### config.mk
export PLATFORM = sky130hd
export DESIGN_NAME = vred_seq_ctrl
export DESIGN_NICKNAME = d
export VERILOG_FILES = /design/src/rtl/vred_seq_ctrl.sv
export SDC_FILE = /design/constraint.sdc
export NUM_CORES = 1
export LEC_CHECK = 0
export CAP_MARGIN = 25
export CORE_MARGIN = 2
export CORE_UTILIZATION = 42
export CTS_BUF_LIST = sky130_fd_sc_hd__clkbuf_4 sky130_fd_sc_hd__clkbuf_8
export CTS_CLUSTER_DIAMETER = 60
export DETAILED_ROUTE_END_ITERATION = 8
export PLACE_DENSITY = 0.81
export SYNTH_ARGS = -nofsm -noshare
export SYNTH_HDL_FRONTEND = slang
export SYNTH_SLANG_ARGS = --single-unit
### constraint.sdc
create_clock -name clk -period 2.2 [get_ports clk]
set_input_delay 0.22 -clock clk [delete_from_list [all_inputs] [get_ports clk]]
set_output_delay 0.22 -clock clk [all_outputs]
set_load 0.02 [all_outputs]
### src/rtl/vred_seq_ctrl.sv
// Reduction-pipeline sequencer: reads the seed and vs2 beats from the VRF, streams them to the
// reduction unit and reports completion. The DRAIN watchdog is built when VRED_SEQ_TIMEOUT_EN is defined.
module vred_seq_ctrl #(
    parameter int DATA_WIDTH     = 64,
    parameter int ADDR_WIDTH     = 32,
    parameter int VRF_ADDR_WIDTH = 8,
    parameter int BEAT_WIDTH     = 8,
    parameter int OPSEL_WIDTH    = 2,
    parameter int SEW_WIDTH      = 2,
    parameter int DRAIN_MAX      = 16
) (
    input  logic                      clk,
    input  logic                      rst,
    input  logic                      cmd_valid,
    output logic                      cmd_ready,
    input  logic [VRF_ADDR_WIDTH-1:0] cmd_vs1_addr,
    input  logic [VRF_ADDR_WIDTH-1:0] cmd_vs2_addr,
    input  logic [ADDR_WIDTH-1:0]     cmd_vd_addr,
    input  logic [BEAT_WIDTH-1:0]     cmd_beats,
    input  logic [OPSEL_WIDTH-1:0]    cmd_opsel,
    input  logic [SEW_WIDTH-1:0]      cmd_sew,
    output logic                      rd_en,
    output logic [VRF_ADDR_WIDTH-1:0] rd_addr,
    input  logic [DATA_WIDTH-1:0]     rd_data,
    output logic                      red_valid,
    output logic                      red_start,
    output logic                      red_end,
    output logic [DATA_WIDTH-1:0]     red_vec0,
    output logic [DATA_WIDTH-1:0]     red_vec1,
    output logic [OPSEL_WIDTH-1:0]    red_opsel,
    output logic [SEW_WIDTH-1:0]      red_sew,
    output logic [ADDR_WIDTH-1:0]     red_addr,
    input  logic                      red_out_valid,
    output logic                      done,
    output logic                      err
);

    typedef enum logic [1:0] {
        S_IDLE,
        S_SEED,
        S_STREAM,
        S_DRAIN
    } state_t;

    state_t state;
    state_t state_next;

    logic [VRF_ADDR_WIDTH-1:0] vs1_q;
    logic [VRF_ADDR_WIDTH-1:0] vs2_q;
    logic [ADDR_WIDTH-1:0]     vd_q;
    logic [BEAT_WIDTH-1:0]     beats_q;
    logic [OPSEL_WIDTH-1:0]    opsel_q;
    logic [SEW_WIDTH-1:0]      sew_q;

    logic [BEAT_WIDTH-1:0]     beat_cnt;
    logic                      seed_cap_q;
    logic [DATA_WIDTH-1:0]     seed_q;
    logic                      beat_valid_q;
    logic                      beat_start_q;
    logic                      beat_end_q;
    logic                      done_q;

    logic accept;
    logic last_beat;
    logic drain_expired;

    assign accept    = cmd_valid && cmd_ready;
    assign last_beat = (beat_cnt == beats_q - BEAT_WIDTH'(1));

`ifdef VRED_SEQ_TIMEOUT_EN
    localparam int DRAIN_CNT_W = $clog2(DRAIN_MAX + 1);

    logic [DRAIN_CNT_W-1:0] drain_cnt;
    logic                   err_q;

    assign drain_expired = (state == S_DRAIN) && (drain_cnt == DRAIN_CNT_W'(DRAIN_MAX - 1));

    // Counts completed DRAIN cycles; restarts at zero on every entry to DRAIN.
    always_ff @(posedge clk) begin
        if (rst) begin
            drain_cnt <= '0;
            err_q     <= 1'b0;
        end else begin
            drain_cnt <= (state == S_DRAIN) ? drain_cnt + DRAIN_CNT_W'(1) : '0;
            err_q     <= drain_expired && !red_out_valid;
        end
    end

    assign err = err_q;
`else
    assign drain_expired = 1'b0;
    assign err           = 1'b0;
`endif

    // State register.
    always_ff @(posedge clk) begin
        if (rst) state <= S_IDLE;
        else     state <= state_next;
    end

    // Next-state logic.
    always_comb begin
        // NOTE: assign a default before any branch so no path leaves state_next unassigned (no latch).
        state_next = state;
        unique case (state)
            S_IDLE:   if (accept && (cmd_beats != '0)) state_next = S_SEED;
            S_SEED:   state_next = S_STREAM;
            S_STREAM: if (last_beat) state_next = S_DRAIN;
            S_DRAIN:  if (red_out_valid || drain_expired) state_next = S_IDLE;
            default:  state_next = S_IDLE;
        endcase
    end

    // Output logic: VRF read port and command handshake.
    always_comb begin
        cmd_ready = 1'b0;
        rd_en     = 1'b0;
        rd_addr   = '0;
        unique case (state)
            S_IDLE:   cmd_ready = 1'b1;
            S_SEED: begin
                rd_en   = 1'b1;
                rd_addr = vs1_q;
            end
            S_STREAM: begin
                rd_en   = 1'b1;
                rd_addr = vs2_q + VRF_ADDR_WIDTH'(beat_cnt);
            end
            default: ;
        endcase
    end

    // Command fields, captured once per accepted command.
    always_ff @(posedge clk) begin
        if (rst) begin
            vs1_q   <= '0;
            vs2_q   <= '0;
            vd_q    <= '0;
            beats_q <= '0;
            opsel_q <= '0;
            sew_q   <= '0;
        end else if (accept) begin
            vs1_q   <= cmd_vs1_addr;
            vs2_q   <= cmd_vs2_addr;
            vd_q    <= cmd_vd_addr;
            beats_q <= cmd_beats;
            opsel_q <= cmd_opsel;
            sew_q   <= cmd_sew;
        end
    end

    // Beat pipeline: a read issued this cycle has its data on rd_data next cycle, so the
    // beat flags are registered alongside it and the data itself is passed straight through.
    always_ff @(posedge clk) begin
        if (rst) begin
            beat_cnt     <= '0;
            seed_cap_q   <= 1'b0;
            seed_q       <= '0;
            beat_valid_q <= 1'b0;
            beat_start_q <= 1'b0;
            beat_end_q   <= 1'b0;
            done_q       <= 1'b0;
        end else begin
            // NOTE: sequential state uses non-blocking assignments so every register samples pre-edge values.
            beat_cnt     <= (state == S_STREAM) ? beat_cnt + BEAT_WIDTH'(1) : '0;
            seed_cap_q   <= (state == S_SEED);
            beat_valid_q <= (state == S_STREAM);
            beat_start_q <= (state == S_STREAM) && (beat_cnt == '0);
            beat_end_q   <= (state == S_STREAM) && last_beat;
            if (seed_cap_q) seed_q <= rd_data;
            done_q <= (accept && (cmd_beats == '0)) ||
                      ((state == S_DRAIN) && (red_out_valid || drain_expired));
        end
    end

    // Beat-qualified fields read as zero between beats.
    assign red_valid = beat_valid_q;
    assign red_start = beat_start_q;
    assign red_end   = beat_end_q;
    assign red_vec0  = beat_valid_q ? rd_data : '0;
    assign red_vec1  = seed_q;
    assign red_opsel = beat_valid_q ? opsel_q : '0;
    assign red_sew   = beat_valid_q ? sew_q   : '0;
    assign red_addr  = beat_valid_q ? vd_q    : '0;
    assign done      = done_q;

endmodule

==> impl_metrics.yaml <==
outcome:
  outcome: "finished, violations left"
  violations: "negative setup slack"
global_routing:
  grt_max_degree: 71
  grt_pass1_wl_mm: 31.19
  overflow: 0
  grt_pass1_vias: 5957
  antenna_found_initial: 1
  grt_usage_pct: 24.65
synth:
  synth.ff_latch_count: 139
  synth_ff_type: "dfxtp_1"
  synth_edf_count: 0
  yosysWarnings: 0
  syn_inst: 743
  avgSynthCellArea_sq_um: 8.435
  synthArstFlopShare_pct: 0
  syn-cell-area_sq_um: 6267
  ys_seq_area_share_pct: 44.40
  synth.distinct_cells: 48
  syn_nets: 886
timing:
  setup_ws_ns: -0.4633
  rsz0062_at_grt: "yes"
  skew_ns: 0.01129
  min_period_over_period_pct: 121.1
  fmax_mhz: 375.5
  post-route-min-period_ns: 2.663
  setup_viol: 6
  final_hold_viol_count: 0
  drv_slew: 0
worst_setup_path:
  cp_cell_sequence: "ha_4 -> inv_2 -> fa_2 -> nor2b_2 -> o21ai_2 -> a21boi_2 -> o21ai_2 -> nor3b_1 -> a311o_1 -> buf_6"
  startpoint_type: "flip-flop"
  cp.required_ns: 1.98
  r2r_slack_ns: 0.14
  crit_fanout: 2
  cp.arrival_ns: 2.44
  critPathMaxStageDelay_ns: 0.36
  reg2reg_from: "beats_q[0]"
  endpoint: "rd_addr[6]"
  cp_common_cell: "o21ai_2"
  startpoint: "vs2_q[0]"
  reg2reg_depth: 8
  critical_path_class: "flip-flop to primary output"
  r2r-end: "state[1]"
  end_kind: "primary output"
  slowest_stage: "dfxtp_2"
power_and_ir_drop:
  power_density_nw_per_um2: 853.9
  p_int_w: 0.005704
  switching_share_pct: 35.28
  p_sw_w: 0.003109
  p_leak_nw: 4.645
  p_comb_share_pct: 40.8
  clockPowerShare_pct: 23.1
  finalPower_w: 0.008813
  ir_drop_mv: 0.5833
  seq_power_share_pct: 36.2
drt:
  via_count: 6137
  wirelength_mm: 20.00
  drt-pass1-iter-count: 5
  drcViolationCount: 0
  drt-vias-per-instance: 4.875
  ant_nets: 0
  drtIter0Drc: 287
  wl_per_cell_um: 15.88
floorplan:
  io_pins: 307
  die_width_um: 126.2
  dieArea_sq_um: 15920
  rows: 44
  core_area_sq_um: 14530
  initial_utilization_pct: 43.12
  die_h_um: 126.2
cts:
  insertion_delay_ns: 0.45
  clock_sinks: 139
  clk_path_buf_depth: 2
  cts-root-buf: "clkbuf_8"
  path_clk_slew_ns: 0.08
  numCtsBuffers: 17
  tritoncts: "built"
  h-tree-depth: 4
placement:
  place_inst: 1225
  hpwl_mm: 14.50
  portBuffers: 305
  place.gp.congestion: 0.8840
  dpl_cell_area_sq_um: 9731
  place_ws_ns: -0.5024
cells_and_area:
  layout.nets: 1205
  drive_gt1_share_pct: 10.61
  multiInputGateArea_sq_um: 3312
  seqCellArea_sq_um: 2793
  layout_commonest_cell: "clkdlybuf4s50_1"
  layout_common_cells: "clkdlybuf4s50_1, dfxtp_1, nand2_1"
  syn_to_final_growth_pct: 64.68
  fin_cells: 1259
  finish.instance_area_sq_um: 10320
  fillers: 1139
hold_path:
  hold_class: "input pin to flip-flop"
flow_run:
  cap_violations: 0
-- synth_stat cells, types with 5 or more instances --
master,n,area share (%)
dfxtp_1,139,44
nand2_1,126,7.5
and2_1,103,10
nor2_1,80,4.8
a21oi_1,65,5.2
mux2i_1,65,10
clkbuf_1,38,2.3
ha_1,14,2.8
inv_1,14,0.84
xnor2_1,11,1.5
nand3_1,8,0.64
nor2b_1,7,0.70
xor2_1,7,0.98
buf_2,6,0.48
a22oi_1,5,0.60
buf_1,5,0.30
nand2b_1,5,0.50
-- what timing repair did --
item | 4_1_cts | 5_1_grt
buffers inserted | 1 | 1
resized for setup | 55 | 50
endpoints found under the setup margin | 11 | 50
cloned | 1 | 0
pin swaps | 11 | 12
hold buffers | 0 | 0
-- metrics by stage --
stage | setup TNS (ns) | utilization (%) | hold slack, ns
final | -1.270 | 71.01 | 0.07612
after global routing | -1.929 | 71.01 | 0.05641
after CTS | -1.094 | 70.02 | 0.05306
after detailed placement | -1.724 | 66.95 | 0.4423
after global placement | -1.625 | 66.95 | 0.4366
after floorplan | 0 | - | 0.3560
-- worst min path at each step --
stage / startpoint / endpoint / slack, ns / depth (start not counted)
after floorplan: cmd_opsel[0] / opsel_q[0] / 0.36 / 2
after global placement: vd_q[25] / vd_q[25] / 0.44 / 2
after detailed placement: opsel_q[0] / opsel_q[0] / 0.44 / 2
after CTS: rst / sew_q[0] / 0.05 / 2
after global routing: rst / sew_q[0] / 0.06 / 2
final: rst / opsel_q[0] / 0.08 / 2
-- logic make-up after synthesis --
| family | count (synthesis) | share of synthesized area, % |
|---|---|---|
| buffers and inverters | 64 | 4.013 |
| flip-flops | 139 | 44.40 |
| AO/OA/AOI/OAI | 88 | 7.886 |
| adder cells (fa/ha/maj) | 15 | 3.114 |
| AND/OR/NAND/NOR | 352 | 27.37 |
| XOR/XNOR | 19 | 2.775 |
| multiplexers | 65 | 10.38 |
| other | 1 | 0.05983 |
-- power by group through the flow --
stage	Sequential, W	Combinational, W	Clock (W)
after floorplan	0.00335	0.00187	0
after CTS	0.00319	0.00362	0.00207
after global routing	0.00324	0.00389	0.00219
after global placement	0.00321	0.00352	0
final	0.00319	0.00360	0.00203
after detailed placement	0.00323	0.00356	0
-- critical path: cells and delay by family, from the launching register on --
| family | cells | cell delay (ns) |
|---|---|---|
| DFF | 1 | 0.36 |
| buffers and inverters | 2 | 0.17 |
| adders and majority gates | 2 | 0.49 |
| AOI/OAI and AO/OA | 4 | 0.69 |
| and+or+nand+nor | 2 | 0.28 |
-- sequential cells by signal, indices dropped and copies added, names as in the netlist, 2 cells and up --
signal    cells
beat_cnt      8
beats_q       8
opsel_q       2
red_vec1     64
sew_q         2
state         2
vd_q         32
vs1_q         8
vs2_q         8
-- layout make-up --
type                            instances  area share (%)
Inverter                               14          0.5092
Tap cell                              184           2.231
Multi-Input combinational cell        540           32.09
Clock buffer                           23           2.764
Antenna cell                            1         0.02425
Sequential cell                       139           27.06
Timing Repair Buffer                  350           34.40
Clock inverter                          8          0.9213
-- layer usage --
metal | GRT usage, % | vias up | part of all wire, %
li1 | - | 3060 | -
met1 | 29.67 | 2812 | 41
met2 | 41.84 | 235 | 49
met3 | 7.689 | 30 | 7.7
met4 | 8.274 | 0 | 2.1
met5 | 0 | - | 0
Power figures use the tool's default switching activity.
